==> config.mk <==
export PLATFORM = sky130hd
export DESIGN_NAME = stopwatch_ctrl
export DESIGN_NICKNAME = d
export VERILOG_FILES = /design/src/rtl/stopwatch_pkg.sv /design/src/rtl/stopwatch_ctrl_rise_detect.sv /design/src/rtl/stopwatch_ctrl.sv
export SDC_FILE = /design/constraint.sdc
export NUM_CORES = 1
export LEC_CHECK = 0
export BUFFER_PORTS_ARGS = -buffer_cell sky130_fd_sc_hd__buf_2
export CORE_UTILIZATION = 40
export CTS_BUF_LIST = sky130_fd_sc_hd__clkbuf_2
export DETAILED_ROUTE_END_ITERATION = 12
export PLACE_DENSITY = 0.63
export SETUP_SLACK_MARGIN = 0.5
export SYNTH_ARGS = -nofsm -noshare
export SYNTH_HDL_FRONTEND = slang
export SYNTH_HIERARCHICAL = 1
export SYNTH_SLANG_ARGS = --single-unit
==> constraint.sdc <==
create_clock -name clk -period 4.8 [get_ports clk]
set_clock_uncertainty 0.2 [all_clocks]
set_input_delay 0.48 -clock clk [delete_from_list [all_inputs] [get_ports clk]]
set_output_delay 0.48 -clock clk [all_outputs]
set_load 0.005 [all_outputs]
==> src/rtl/stopwatch_pkg.sv <==
// stopwatch_pkg: shared types and constants for the stopwatch controller.
//   - state_t    : controller state encoding (RUN / PAUSED / ADJUST)
//   - DIG_*      : bit positions of each display digit inside digit_blank
//   - BCD_W      : width of one BCD digit
//   - bcd_field_t: one two-digit BCD field (minutes or seconds)
package stopwatch_pkg;

  localparam int BCD_W = 4;

  typedef enum logic [1:0] {
    ST_RUN    = 2'd0,
    ST_PAUSED = 2'd1,
    ST_ADJUST = 2'd2
  } state_t;

  // digit_blank bit order is {min_tens, min_ones, sec_tens, sec_ones}
  localparam int DIG_MIN_TENS = 3;
  localparam int DIG_MIN_ONES = 2;
  localparam int DIG_SEC_TENS = 1;
  localparam int DIG_SEC_ONES = 0;

  typedef struct packed {
    logic [BCD_W-1:0] tens;
    logic [BCD_W-1:0] ones;
  } bcd_field_t;

endpackage

==> src/rtl/stopwatch_ctrl_rise_detect.sv <==
// rise_detect: single-cycle rising-edge pulse from a clk-synchronous level.
// Ports:
//   clk   - system clock
//   rst_n - asynchronous active-low reset
//   level - input level, already synchronous to clk
//   rise  - high for one cycle when level goes low->high
// The detector must see the level low at least once after reset before it
// can report a rise, so a level held high through reset never fires.
module rise_detect (
  input  logic clk,
  input  logic rst_n,
  input  logic level,
  output logic rise
);

  logic level_q;
  logic armed;

  always_ff @(posedge clk or negedge rst_n) begin
    if (!rst_n) begin
      level_q <= 1'b0;
      armed   <= 1'b0;
    end else begin
      level_q <= level;
      if (!level) armed <= 1'b1;
    end
  end

  assign rise = level & ~level_q & armed;

endmodule

==> src/rtl/stopwatch_ctrl.sv <==
// stopwatch_ctrl: run/pause/adjust sequencer driving the MM:SS BCD time.
// Ports:
//   clk, rst_n                    - clock, async active-low reset
//   clock1Hz, clock2Hz            - divided clock levels (count / adjust tick)
//   clockBlink                    - blink level, used only with BLINK_EN
//   btn_pause, btn_reset          - debounced buttons (rising edge acts)
//   sw_adj, sw_sel                - adjust mode switch, field select (1 = sec)
//   min_tens..sec_ones            - BCD time digits
//   running                       - 1 while in RUN
//   digit_blank                   - per-digit blank {min_tens,min_ones,sec_tens,sec_ones}
// Build option: define BLINK_EN to blink the selected field in ADJUST;
// otherwise digit_blank is tied to 0 and clockBlink is not used.
module stopwatch_ctrl
  import stopwatch_pkg::*;
#(
  parameter int MAX_MIN = 59,
  parameter int MAX_SEC = 59
) (
  input  logic             clk,
  input  logic             rst_n,
  input  logic             clock1Hz,
  input  logic             clock2Hz,
  input  logic             clockBlink,
  input  logic             btn_pause,
  input  logic             btn_reset,
  input  logic             sw_adj,
  input  logic             sw_sel,
  output logic [BCD_W-1:0] min_tens,
  output logic [BCD_W-1:0] min_ones,
  output logic [BCD_W-1:0] sec_tens,
  output logic [BCD_W-1:0] sec_ones,
  output logic             running,
  output logic [3:0]       digit_blank
);

  localparam logic [BCD_W-1:0] MIN_MAX_T = BCD_W'(MAX_MIN / 10);
  localparam logic [BCD_W-1:0] MIN_MAX_O = BCD_W'(MAX_MIN % 10);
  localparam logic [BCD_W-1:0] SEC_MAX_T = BCD_W'(MAX_SEC / 10);
  localparam logic [BCD_W-1:0] SEC_MAX_O = BCD_W'(MAX_SEC % 10);
  localparam logic [BCD_W-1:0] BCD_ONE   = BCD_W'(1);
  localparam logic [BCD_W-1:0] BCD_NINE  = BCD_W'(9);

  function automatic logic at_max(input bcd_field_t f,
                                  input logic [BCD_W-1:0] mt,
                                  input logic [BCD_W-1:0] mo);
    return (f.tens == mt) && (f.ones == mo);
  endfunction

  // Two-digit BCD increment that wraps to 00 after the field maximum.
  function automatic bcd_field_t bcd_inc(input bcd_field_t f,
                                         input logic [BCD_W-1:0] mt,
                                         input logic [BCD_W-1:0] mo);
    bcd_field_t r;
    if (at_max(f, mt, mo)) begin
      r = '0;
    end else if (f.ones == BCD_NINE) begin
      r.tens = f.tens + BCD_ONE;
      r.ones = '0;
    end else begin
      r.tens = f.tens;
      r.ones = f.ones + BCD_ONE;
    end
    return r;
  endfunction

  logic tick1_rise, tick2_rise, pause_rise, reset_rise;

  rise_detect u_rd_tick1 (.clk(clk), .rst_n(rst_n), .level(clock1Hz),  .rise(tick1_rise));
  rise_detect u_rd_tick2 (.clk(clk), .rst_n(rst_n), .level(clock2Hz),  .rise(tick2_rise));
  rise_detect u_rd_pause (.clk(clk), .rst_n(rst_n), .level(btn_pause), .rise(pause_rise));
  rise_detect u_rd_reset (.clk(clk), .rst_n(rst_n), .level(btn_reset), .rise(reset_rise));

  state_t     state_reg;
  logic       saved_run_reg;
  logic       running_reg;
  bcd_field_t min_reg, sec_reg;
  bcd_field_t min_inc, sec_inc;
  logic       sec_wrap;
  logic       mode_change;

  assign min_inc  = bcd_inc(min_reg, MIN_MAX_T, MIN_MAX_O);
  assign sec_inc  = bcd_inc(sec_reg, SEC_MAX_T, SEC_MAX_O);
  assign sec_wrap = at_max(sec_reg, SEC_MAX_T, SEC_MAX_O);

  // sw_adj is a level: a change is pending whenever it disagrees with state.
  assign mode_change = sw_adj ^ (state_reg == ST_ADJUST);

  // Priority: reset_rise > mode change > pause_rise > tick.
  always_ff @(posedge clk or negedge rst_n) begin
    if (!rst_n) begin
      state_reg     <= ST_PAUSED;
      saved_run_reg <= 1'b0;
      running_reg   <= 1'b0;
      min_reg       <= '0;
      sec_reg       <= '0;
    end else if (reset_rise) begin
      min_reg     <= '0;
      sec_reg     <= '0;
      running_reg <= 1'b0;
      if (state_reg == ST_ADJUST) saved_run_reg <= 1'b0;
      else                        state_reg     <= ST_PAUSED;
    end else if (mode_change) begin
      // Any tick in this cycle is intentionally dropped.
      if (state_reg == ST_ADJUST) begin
        state_reg   <= saved_run_reg ? ST_RUN : ST_PAUSED;
        running_reg <= saved_run_reg;
      end else begin
        state_reg     <= ST_ADJUST;
        saved_run_reg <= (state_reg == ST_RUN);
        running_reg   <= 1'b0;
      end
    end else begin
      case (state_reg)
        ST_RUN: begin
          // A tick coinciding with pause is still counted.
          if (tick1_rise) begin
            sec_reg <= sec_inc;
            if (sec_wrap) min_reg <= min_inc;
          end
          if (pause_rise) begin
            state_reg   <= ST_PAUSED;
            running_reg <= 1'b0;
          end
        end
        ST_PAUSED: begin
          if (pause_rise) begin
            state_reg   <= ST_RUN;
            running_reg <= 1'b1;
          end
        end
        ST_ADJUST: begin
          // Field-local increment, no carry between fields.
          if (tick2_rise) begin
            if (sw_sel) sec_reg <= sec_inc;
            else        min_reg <= min_inc;
          end
        end
        default: begin
          state_reg   <= ST_PAUSED;
          running_reg <= 1'b0;
        end
      endcase
    end
  end

  assign min_tens = min_reg.tens;
  assign min_ones = min_reg.ones;
  assign sec_tens = sec_reg.tens;
  assign sec_ones = sec_reg.ones;
  assign running  = running_reg;

`ifdef BLINK_EN
  logic blink_q;

  always_ff @(posedge clk or negedge rst_n) begin
    if (!rst_n) blink_q <= 1'b0;
    else        blink_q <= clockBlink;
  end

  always_comb begin
    digit_blank = '0;
    if (state_reg == ST_ADJUST && blink_q) begin
      if (sw_sel) begin
        digit_blank[DIG_SEC_TENS] = 1'b1;
        digit_blank[DIG_SEC_ONES] = 1'b1;
      end else begin
        digit_blank[DIG_MIN_TENS] = 1'b1;
        digit_blank[DIG_MIN_ONES] = 1'b1;
      end
    end
  end
`else
  logic unused_blink;
  assign unused_blink = clockBlink;
  assign digit_blank  = '0;
`endif

endmodule

==> out/metrics.cfg <==
[power_and_ir_drop]
power.density_nw_per_um2 = 316
p_leak_nw = 0.864
p_total_w = 0.000586
peakVddDrop_mv = 0.140

[job]
drv_cap = 0

[clock_tree]
clkTransAtPathRegs_ns = 0.25
clockBufferDepth = 2
root_buffer = clkbuf_2
clock_tree.htree_level_count = 1
cts_inserted_buffers = 3
clock_latency_ns = 0.35
cts_setup_buffers = 0
cts.sinks = 28
cts_tree = yes

[detailed_routing]
routed-via-count = 1294
drc_errors = 0
first_pass_iters = 4
viasPerCell = 5.35
wl_per_cell_um = 13.2
routed_wirelength_mm = 3.20
final_antenna_net_count = 0
first_iter_violations = 69

[global_route]
grt_pass1_vias = 1268
grt_util_met1_pct = 18.6
grt_busiest_layer = met2
grt_pass1_wl_mm = 5.38
grt_usage_pct = 16.1
grt_use_met2_pct = 29.8
antenna_found_initial = 0
grt_start_max_net_pins = 29
overflow = 0
use_met3_pct = 2.05

[die]
num_rows = 23
start_util_pct = 41.6
dieWidth_um = 66.5
io_pins = 30
die_area_um2 = 4420
die_h_um = 66.5
core-area_um2 = 4000

[finish]
syn_to_final_growth_pct = 11.4
post-route-util_pct = 46.3
num_antenna_cells = 0
nFillCells = 377
instances_no_fill = 242
drive_above_1_share_pct = 19.8
nNetsFinal = 213

[synthesis]
synth_largest_area_cell = dfrtp_1
synth_most_common_cell = dfrtp_1
async_flop_share_pct = 100
synth_seq_cells = 28
ys.flop_type = dfrtp_1
yosys_warnings = 6
synth_enable_flop_cells = 0
synth_cell_types = 42
netlist_instances = 166
ys_seq_area_share_pct = 42.2
yosysTopAreaCellShare_pct = 40.6
syn_area_um2 = 1660
synthTopCellsByCount = 27 x dfrtp_1, 16 x nor2_1, 11 x ha_1
synth_area_leaders = dfrtp_1 41%, ha_1 8.3%, and3b_1 3.7%, nor2_1 3.6%, mux2i_1 3.0%
synth.avg_cell_area_um2 = 10.0

[timing]
setup_viol = 0
slew_headroom_pct = 45.8
rsz0062_at_grt = no
tightest_slew_ns = 0.813
setup_tns_ns = 0
setup_slack_ns = 2.12
report.final.slew_viol_count = 0
fmaxAchievable_ghz = 0.372
fin_crit_ns = 2.68
min_period_over_period_pct = 55.9
hold_violations = 0

[placed_design]
dpl.hpwl_mm = 2.33
portBuffers = 24
place_congestion = 0.802
dpl.cell_count = 233
place_ws_ns = 2.24

[setup_path]
cp_max_fo = 21
start_kind = input port
crit_arrival_ns = 2.79
timing_worst_setup_path_type = in -> reg
required_ns = 4.90
worstSetupEndpointType = flip-flop

[hold_path]
hp-class = reg -> reg

[run_status]
status = finished, final reports clean

## routing by layer
| metal | routed length [um] | up-vias | part of all wire, % |
|---|---|---|---|
| met4 | 24 | 0 | 0.75 |
| met1 | 1420 | 641 | 44 |
| met5 | 0 | - | 0 |
| li1 | - | 635 | - |
| met3 | 76 | 2 | 2.4 |
| met2 | 1680 | 16 | 53 |
## power by group
group	internal (W)	total, W	switching, W
clock	0.0000181	0.0000856	0.0000675
combinational	0.0000823	0.000190	0.000107
sequential	0.000266	0.000311	0.0000444
total	0.000367	0.000586	0.000219
## repair_timing
item | in CTS | in global routing
resized for setup | 0 | 0
endpoints found under the hold margin | 27 | 4
hold buffers | 1 | 4
## area by class of cell
type	instances	area (um^2)	share of cell area, %
multi-input combinational	121	862	46.5
sequential	28	702	37.9
timing repair buffer	29	170	9.18
tap	50	62.6	3.38
inverter	10	37.5	2.03
clock buffer	3	15.0	0.810
clock inverter	1	3.75	0.203
## placed cells by master (no fill, tap or decap), types with 2 or more instances in the layout
master          n
and3b_1         7
a21oi_1         8
nand3_1         5
nor3b_1         2
a31oi_1         2
dlygate4sd3_1   5
nor2b_1         3
nand3b_1        3
inv_1          10
nor2_1         16
a21bo_2         2
o21ai_0         8
buf_2          24
clkbuf_2        3
a211o_1         2
mux2i_1         5
nand4_1         3
a2111oi_0       2
nand2_1         8
or4_1           4
ha_1           11
nand2b_1        8
dfrtp_1        27
conb_1          4
a211oi_2        2
mux2_2          2
## stage by stage
stage	hold slack [ns]	area, um^2
final	0.296	1850
after global routing	0.316	1850
after CTS	0.00658	1810
after detailed placement	0.245	1780
after global placement	0.241	1780
after floorplan	-0.0156	1670
## worst max-delay path: stages
cell           delay (ns)
dlygate4sd3_1        0.51
buf_2                0.11
and3b_1              0.69
nor2b_1              0.16
a211o_1              0.34
a2111oi_0            0.40
a21oi_1              0.08
## worst paths after layout
check | slack [ns] | startpoint | endpoint | depth (start not counted)
setup / recovery | 2.12 | btn_reset | state_reg[0] | 7
hold / removal | 0.30 | u_rd_pause/armed | u_rd_pause/armed | 1
setup reg to reg | 2.28 | state_reg[1] | min_ones[3] | 6
hold reg to reg | 0.30 | u_rd_pause/armed | u_rd_pause/armed | 1
max in group asynchronous | 3.56 | rst_n | sec_ones[1] | 2
min in group asynchronous | 0.44 | rst_n | u_rd_pause/level_q | 2
## cells by family after synthesis
group / share of synthesized area (%)
muxes: 4.36
and+or+nand+nor: 23.0
buffers and inverters: 6.62
AOI/OAI and AO/OA: 15.3
adders and majority gates: 8.28
other: 0.226
DFF: 42.2
No activity file was read; power rests on OpenSTA's default activity.
